--- config.mk ---
export PLATFORM = sky130hd
export DESIGN_NAME = pong_match_timer_flat
export DESIGN_NICKNAME = d
export VERILOG_FILES = /design/src/rtl/pong_match_timer_if.sv /design/src/rtl/pong_match_timer.sv /design/src/flat_wrapper.sv
export SDC_FILE = /design/constraint.sdc
export NUM_CORES = 1
export LEC_CHECK = 0
export BUFFER_PORTS_ARGS = -buffer_cell sky130_fd_sc_hd__buf_2
export CORE_ASPECT_RATIO = 1.1
export CORE_MARGIN = 1.5
export CORE_UTILIZATION = 50
export DETAILED_ROUTE_END_ITERATION = 8
export PLACE_DENSITY = 0.69
export SYNTH_ARGS = -nofsm -noshare
export SYNTH_HDL_FRONTEND = slang
export SYNTH_SLANG_ARGS = --single-unit
--- constraint.sdc ---
create_clock -name clk -period 2.8 [get_ports clk]
set_input_delay 0.56 -clock clk [delete_from_list [all_inputs] [get_ports clk]]
set_output_delay 0.56 -clock clk [all_outputs]
set_load 0.05 [all_outputs]
--- src/rtl/pong_match_timer_if.sv ---
// rtl/pong_match_timer_if.sv - control pulses and display/status outputs of the match timer
interface pong_match_timer_if;
   logic       start;
   logic       pause;
   logic       clear;
   logic [3:0] min;
   logic [3:0] sec1;
   logic [3:0] sec2;
   logic       running;
   logic       expired;
   logic       time_up;
   logic       blank;

   modport master (
      output start, pause, clear,
      input  min, sec1, sec2, running, expired, time_up, blank
   );

   modport slave (
      input  start, pause, clear,
      output min, sec1, sec2, running, expired, time_up, blank
   );
endinterface

--- src/rtl/pong_match_timer.sv ---
// rtl/pong_match_timer.sv - BCD mm:ss match clock with 1 Hz prescaler and run/pause/expire FSM
// Defining PONG_TIMER_BLINK_EN makes blank toggle every CLK_HZ/2 cycles while expired.
module pong_match_timer #(
   parameter int CLK_HZ    = 50_000_000,
   parameter int START_MIN = 3,
   parameter int START_SEC = 0
) (
   input  logic               clk,
   input  logic               rst,
   pong_match_timer_if.slave  tmr
);

   typedef enum logic [1:0] {IDLE, RUNNING, PAUSED, EXPIRED} state_t;

   localparam int PW = (CLK_HZ > 2) ? $clog2(CLK_HZ) : 1;
   localparam logic [PW-1:0] TICK_AT = PW'(CLK_HZ - 1);
   localparam logic [3:0] RST_MIN  = 4'(START_MIN);
   localparam logic [3:0] RST_SEC1 = 4'(START_SEC / 10);
   localparam logic [3:0] RST_SEC2 = 4'(START_SEC % 10);
   localparam bit PRESET_ZERO = (START_MIN == 0) && (START_SEC == 0);
`ifdef PONG_TIMER_BLINK_EN
   localparam logic BLINK = 1'b1;
   localparam logic [PW-1:0] HALF_AT = PW'(CLK_HZ / 2 - 1);
`else
   localparam logic BLINK = 1'b0;
`endif

   state_t        state_q, state_d;
   logic [PW-1:0] presc_q, presc_d;
   logic [3:0]    min_q, min_d, sec1_q, sec1_d, sec2_q, sec2_d;
   logic          running_q, expired_q, time_up_q, time_up_d, blank_q, blank_d;
   logic [3:0]    dec_min, dec_sec1, dec_sec2;
   logic          dec_zero;

   // One-second BCD borrow chain; saturates at 0:00.
   always_comb begin
      dec_min  = min_q;
      dec_sec1 = sec1_q;
      dec_sec2 = sec2_q;
      if (sec2_q != 4'd0) begin
         dec_sec2 = sec2_q - 4'd1;
      end else if (sec1_q != 4'd0) begin
         dec_sec1 = sec1_q - 4'd1;
         dec_sec2 = 4'd9;
      end else if (min_q != 4'd0) begin
         dec_min  = min_q - 4'd1;
         dec_sec1 = 4'd5;
         dec_sec2 = 4'd9;
      end
      dec_zero = (dec_min == 4'd0) && (dec_sec1 == 4'd0) && (dec_sec2 == 4'd0);
   end

   always_comb begin
      state_d   = state_q;
      presc_d   = presc_q;
      min_d     = min_q;
      sec1_d    = sec1_q;
      sec2_d    = sec2_q;
      time_up_d = 1'b0;
      blank_d   = blank_q;
      if (tmr.clear) begin
         state_d = IDLE;
         presc_d = '0;
         min_d   = RST_MIN;
         sec1_d  = RST_SEC1;
         sec2_d  = RST_SEC2;
         blank_d = 1'b0;
      end else begin
         case (state_q)
            IDLE: begin
               if (tmr.start) begin
                  presc_d = '0;
                  if (PRESET_ZERO) begin
                     state_d   = EXPIRED;
                     time_up_d = 1'b1;
                     blank_d   = BLINK;
                  end else begin
                     state_d = RUNNING;
                  end
               end
            end
            RUNNING: begin
               if (presc_q == TICK_AT) begin
                  presc_d = '0;
                  min_d   = dec_min;
                  sec1_d  = dec_sec1;
                  sec2_d  = dec_sec2;
                  if (dec_zero) begin
                     state_d   = EXPIRED;
                     time_up_d = 1'b1;
                     blank_d   = BLINK;
                  end else if (tmr.pause) begin
                     state_d = PAUSED;
                  end
               end else if (tmr.pause) begin
                  state_d = PAUSED;
               end else begin
                  presc_d = presc_q + PW'(1);
               end
            end
            PAUSED: begin
               if (tmr.start || tmr.pause) state_d = RUNNING;
            end
            EXPIRED: begin
`ifdef PONG_TIMER_BLINK_EN
               if (presc_q == HALF_AT) begin
                  presc_d = '0;
                  blank_d = ~blank_q;
               end else begin
                  presc_d = presc_q + PW'(1);
               end
`endif
            end
            default: state_d = IDLE;
         endcase
      end
   end

   always_ff @(posedge clk) begin
      if (rst) begin
         state_q   <= IDLE;
         presc_q   <= '0;
         min_q     <= RST_MIN;
         sec1_q    <= RST_SEC1;
         sec2_q    <= RST_SEC2;
         running_q <= 1'b0;
         expired_q <= 1'b0;
         time_up_q <= 1'b0;
         blank_q   <= 1'b0;
      end else begin
         state_q   <= state_d;
         presc_q   <= presc_d;
         min_q     <= min_d;
         sec1_q    <= sec1_d;
         sec2_q    <= sec2_d;
         running_q <= (state_d == RUNNING);
         expired_q <= (state_d == EXPIRED);
         time_up_q <= time_up_d;
         blank_q   <= blank_d;
      end
   end

   assign tmr.min     = min_q;
   assign tmr.sec1    = sec1_q;
   assign tmr.sec2    = sec2_q;
   assign tmr.running = running_q;
   assign tmr.expired = expired_q;
   assign tmr.time_up = time_up_q;
   assign tmr.blank   = blank_q;

endmodule

--- src/flat_wrapper.sv ---
// flat-port wrapper written by rule: the top's interface ports become plain ports
module pong_match_timer_flat 
#(
   parameter int CLK_HZ    = 50_000_000,
   parameter int START_MIN = 3,
   parameter int START_SEC = 0
)
  (clk, rst, tmr_start, tmr_pause, tmr_clear, tmr_min, tmr_sec1, tmr_sec2, tmr_running, tmr_expired, tmr_time_up, tmr_blank);
  pong_match_timer_if tmr_i ();
  input  logic clk;
  input  logic rst;
  input wire logic [$bits(tmr_i.start)-1:0] tmr_start;
  input wire logic [$bits(tmr_i.pause)-1:0] tmr_pause;
  input wire logic [$bits(tmr_i.clear)-1:0] tmr_clear;
  output wire logic [$bits(tmr_i.min)-1:0] tmr_min;
  output wire logic [$bits(tmr_i.sec1)-1:0] tmr_sec1;
  output wire logic [$bits(tmr_i.sec2)-1:0] tmr_sec2;
  output wire logic [$bits(tmr_i.running)-1:0] tmr_running;
  output wire logic [$bits(tmr_i.expired)-1:0] tmr_expired;
  output wire logic [$bits(tmr_i.time_up)-1:0] tmr_time_up;
  output wire logic [$bits(tmr_i.blank)-1:0] tmr_blank;
  assign tmr_i.start = tmr_start;
  assign tmr_i.pause = tmr_pause;
  assign tmr_i.clear = tmr_clear;
  assign tmr_min = tmr_i.min;
  assign tmr_sec1 = tmr_i.sec1;
  assign tmr_sec2 = tmr_i.sec2;
  assign tmr_running = tmr_i.running;
  assign tmr_expired = tmr_i.expired;
  assign tmr_time_up = tmr_i.time_up;
  assign tmr_blank = tmr_i.blank;
  pong_match_timer #(.CLK_HZ(CLK_HZ), .START_MIN(START_MIN), .START_SEC(START_SEC)) u_core (.clk(clk), .rst(rst), .tmr(tmr_i));
endmodule
==> results by group <==
STA
  – Setup TNS: 0 ps
  – Final setup fails: 0
  – Max Slew Vio Count: 0
  – Shortest period the worst path allows: 2617 ps
  – Slew HR: between 60% and 70%
  – Final worst slack: 183.3 ps
  – Peak Freq: 382.2 MHz
  – Period utilization: 93.45%
  – RSZ-0062 raised after global routing: false
  – Fin. Hold Viols: 0
  – Worst slew pin tran: roughly 590 ps
  – Clk_skew: 7.571 ps

Critical path
  – Crit-path max FO: 8
  – Worst r2r path cells: 8
  – Crit path cell chain: inv_1 > ha_1 > or3b_2 > nor4_2 > mux2_2 > nor4b_1 > nand3_1 > and3_1
  – CP startpoint kind: flip-flop
  – CP Class: reg -> reg
  – Slowest CP cell: or3b_2
  – CP peak stage delay: 530 ps
  – CP delay by family, top: simple AND/OR/NAND/NOR gates
  – Crit path DAT: between 2000 and 3000 ps
  – Worst reg2reg endpoint: u_core.tmr.running
  – Reg2reg start: u_core.tmr.sec2[0]
  – Crit path buf inv count: 1
  – Critical Path End Type: flip-flop
  – Critical path required time: 2990 ps
  – R2R Setup Slk: 180 ps

Cells and area
  – Post-Layout Inst Area: 2679 µm²
  – Fin nets: between 300 and 400
  – Diodes inserted: 0
  – Fill count: 451
  – Synthesis-to-layout area growth: 8.735%
  – Fraction of layout cells with a size suffix above 1: 16.14%

Synthesis
  – Top cells by count, synth: 43 x dfxtp_1, 33 x nor2_1, 24 x a21oi_1
  – Synth area leader: dfxtp_1
  – Library cells used by synthesis: 66
  – Most common cell in the netlist: dfxtp_1
  – Fraction of registers with async set/reset: 0%
  – Register area share after synthesis: 34.94%
  – Commonest register cell after synthesis: dfxtp_1
  – Post-synthesis register bit count: 43
  – Yosys warnings: 0
  – Post-Syn Nets: 311
  – Syn Std Cell Area: between 2000 and 2500 µm²
  – EDFF count, synth: 0
  – Largest cells by area after synthesis: dfxtp_1 35%, nor2_1 5.0%, a21oi_1 4.9%, nand4_1 3.6%, nand2_1 3.5%
  – Synth top area share: 34.94%
  – Syn avg cell area: 8.185 µm²
  – Syn Inst Count: 301

Global route
  – Global-route usage over all layers: a little over a fifth
  – Largest net degree at the start of global routing: 25
  – Initial antenna violation count: 0
  – First-pass GRT wire length: ~9500 µm
  – Vias in the first global route: 2023
  – Gr ovfl total: 0

CTS
  – Clk_lat worst skew: 290 ps
  – CTS tree: built
  – Htree depth: 2
  – CTS clk-pin slew, worst paths: 80 ps
  – CTS Sinks: 43
  – CTS root buffer: clkbuf_8
  – Max Buffers Root-to-Sink: 2
  – Cts bufs inserted: 5

Drt
  – Vias per inst: 5.989
  – DRC errors left: 0
  – Post-route ant nets: 0
  – Routed wl met3: 155 µm
  – WL met1: ~2600 µm
  – Detailed Route WL: 5540 µm
  – Via count: 2228
  – DRT Pass-1 Iters: 4
  – Initial DRC Count: 105
  – Max Used Layer: met4
  – WL/cell: 14.89 µm
  – Routed wl met2: approximately 2800 µm

Floorplan
  – Die width: 69.93 µm
  – Effective utilization at floorplan: 52.59%
  – IO Pins: 21
  – Rows: 26
  – Core box area: about 4700 µm²
  – Die height: 76.62 µm
  – Die area: 5358 µm²

Flow run
  – Max_cap viols: 0

Worst hold path
  – Hold Startpoint: u_core.tmr.min[3]
  – Hold Path Depth: 2
  – Hold Crit Class: reg -> reg
  – Worst Hold End: u_core.tmr.min[3]

Status
  – Status: completed

Power and ir drop
  – Worst vdd ir: around 0.27 mV
  – Total power: 1147 µW
  – Leak: about 0.00097 µW
  – Pwr Density: 428.0 nW/µm²

Placed design
  – Post-DP HPWL: 4047 µm
  – Post-Place Setup Slack: 148.6 ps
  – RD Place Congestion: 0.8916
  – Placed Area: 2570 µm²
  – PortBufs: 19
-- worst max path at each step --
stage,from,end,slack (ps),depth (start not counted)
2_1_floorplan,u_core.tmr.sec2[0],u_core.tmr.running,190,8
3_3_place_gp,u_core.tmr.sec2[0],u_core.tmr.running,250,8
3_5_place_dp,u_core.tmr.sec2[0],u_core.tmr.running,150,8
4_1_cts,u_core.tmr.sec2[0],u_core.tmr.running,130,8
5_1_grt,u_core.tmr.sec2[0],u_core.tmr.running,10,8
6_report,u_core.tmr.sec2[0],u_core.tmr.running,180,8
-- placed cells by master (no fill, tap or decap), drive strengths merged, types with 7 or more instances in the layout --
| cell | instances |
|---|---|
| o21ai | 11 |
| nor3 | 12 |
| or3 | 8 |
| dfxtp | 43 |
| nand4 | 14 |
| and3 | 8 |
| a311oi | 7 |
| nand2 | 24 |
| inv | 12 |
| nor2 | 33 |
| nand3 | 12 |
| xor2 | 9 |
| buf | 24 |
| a21oi | 25 |
-- per-layer routing --
metal / vias up / GRT usage, %
met5: - / 0
met4: 0 / 7.308
met3: 6 / 4.365
met2: 35 / 36.10
met1: 1064 / 27.49
li1: 1123 / -
-- flip-flops by register name, summed over array words and instances, names as in the netlist --
| signal | count |
|---|---|
| u_core.presc_q | 26 |
| u_core.tmr.sec1 | 4 |
| u_core.tmr.time_up | 1 |
| u_core.tmr.sec2 | 4 |
| u_core.tmr.running | 1 |
| u_core.tmr.min | 4 |
| u_core.tmr.expired | 1 |
| u_core.state_q | 2 |
-- per-stage QoR --
step	utilization, %	hold slack [ps]	instances
2_1_floorplan	-	462.5	301
3_3_place_gp	54.86	483.5	365
3_5_place_dp	54.86	491.3	365
4_1_cts	57.05	502.1	372
5_1_grt	57.18	517.6	372
6_report	57.18	505.6	372
-- layout make-up --
class | instances | area (µm²) | share of cell area [%]
clock buffer | 6 | 72.57 | 2.709
sequential | 43 | 860.8 | 32.13
tap | 56 | 70.07 | 2.616
multi-input combinational | 230 | 1468 | 54.79
timing repair buffer | 24 | 132.6 | 4.951
inverter | 12 | 45.04 | 1.681
clock inverter | 1 | 30.03 | 1.121
-- report_power, final --
group	internal [µW]	switching, µW	total [µW]
Combinational	18.1	47.2	65.4
Sequential	613	2.82	616
Clock	262	204	465
Total	893	254	1150
-- repair_timing --
item / 4_1_cts / 5_1_grt
buffers inserted: 0 / 0
hold buffers: 0 / 0
setup endpoints to repair: 0 / 1
resized for setup: 0 / 1
-- worst min-delay path: cells and delay by family, from the launching register on --
kind            cells  cell delay, ps
compound gates      1              50
simple gates        1              70
flops               1             340
-- cells by family after synthesis --
logic type	synth area share [%]
DFF	34.94
xor gates and xnor gates	4.622
muxes	0.8634
AOI/OAI and AO/OA	18.44
buffers and inverters	5.738
and+or+nand+nor	32.71
adders and majority gates	2.539
other	0.1522
Power figures use the tool's default switching activity.
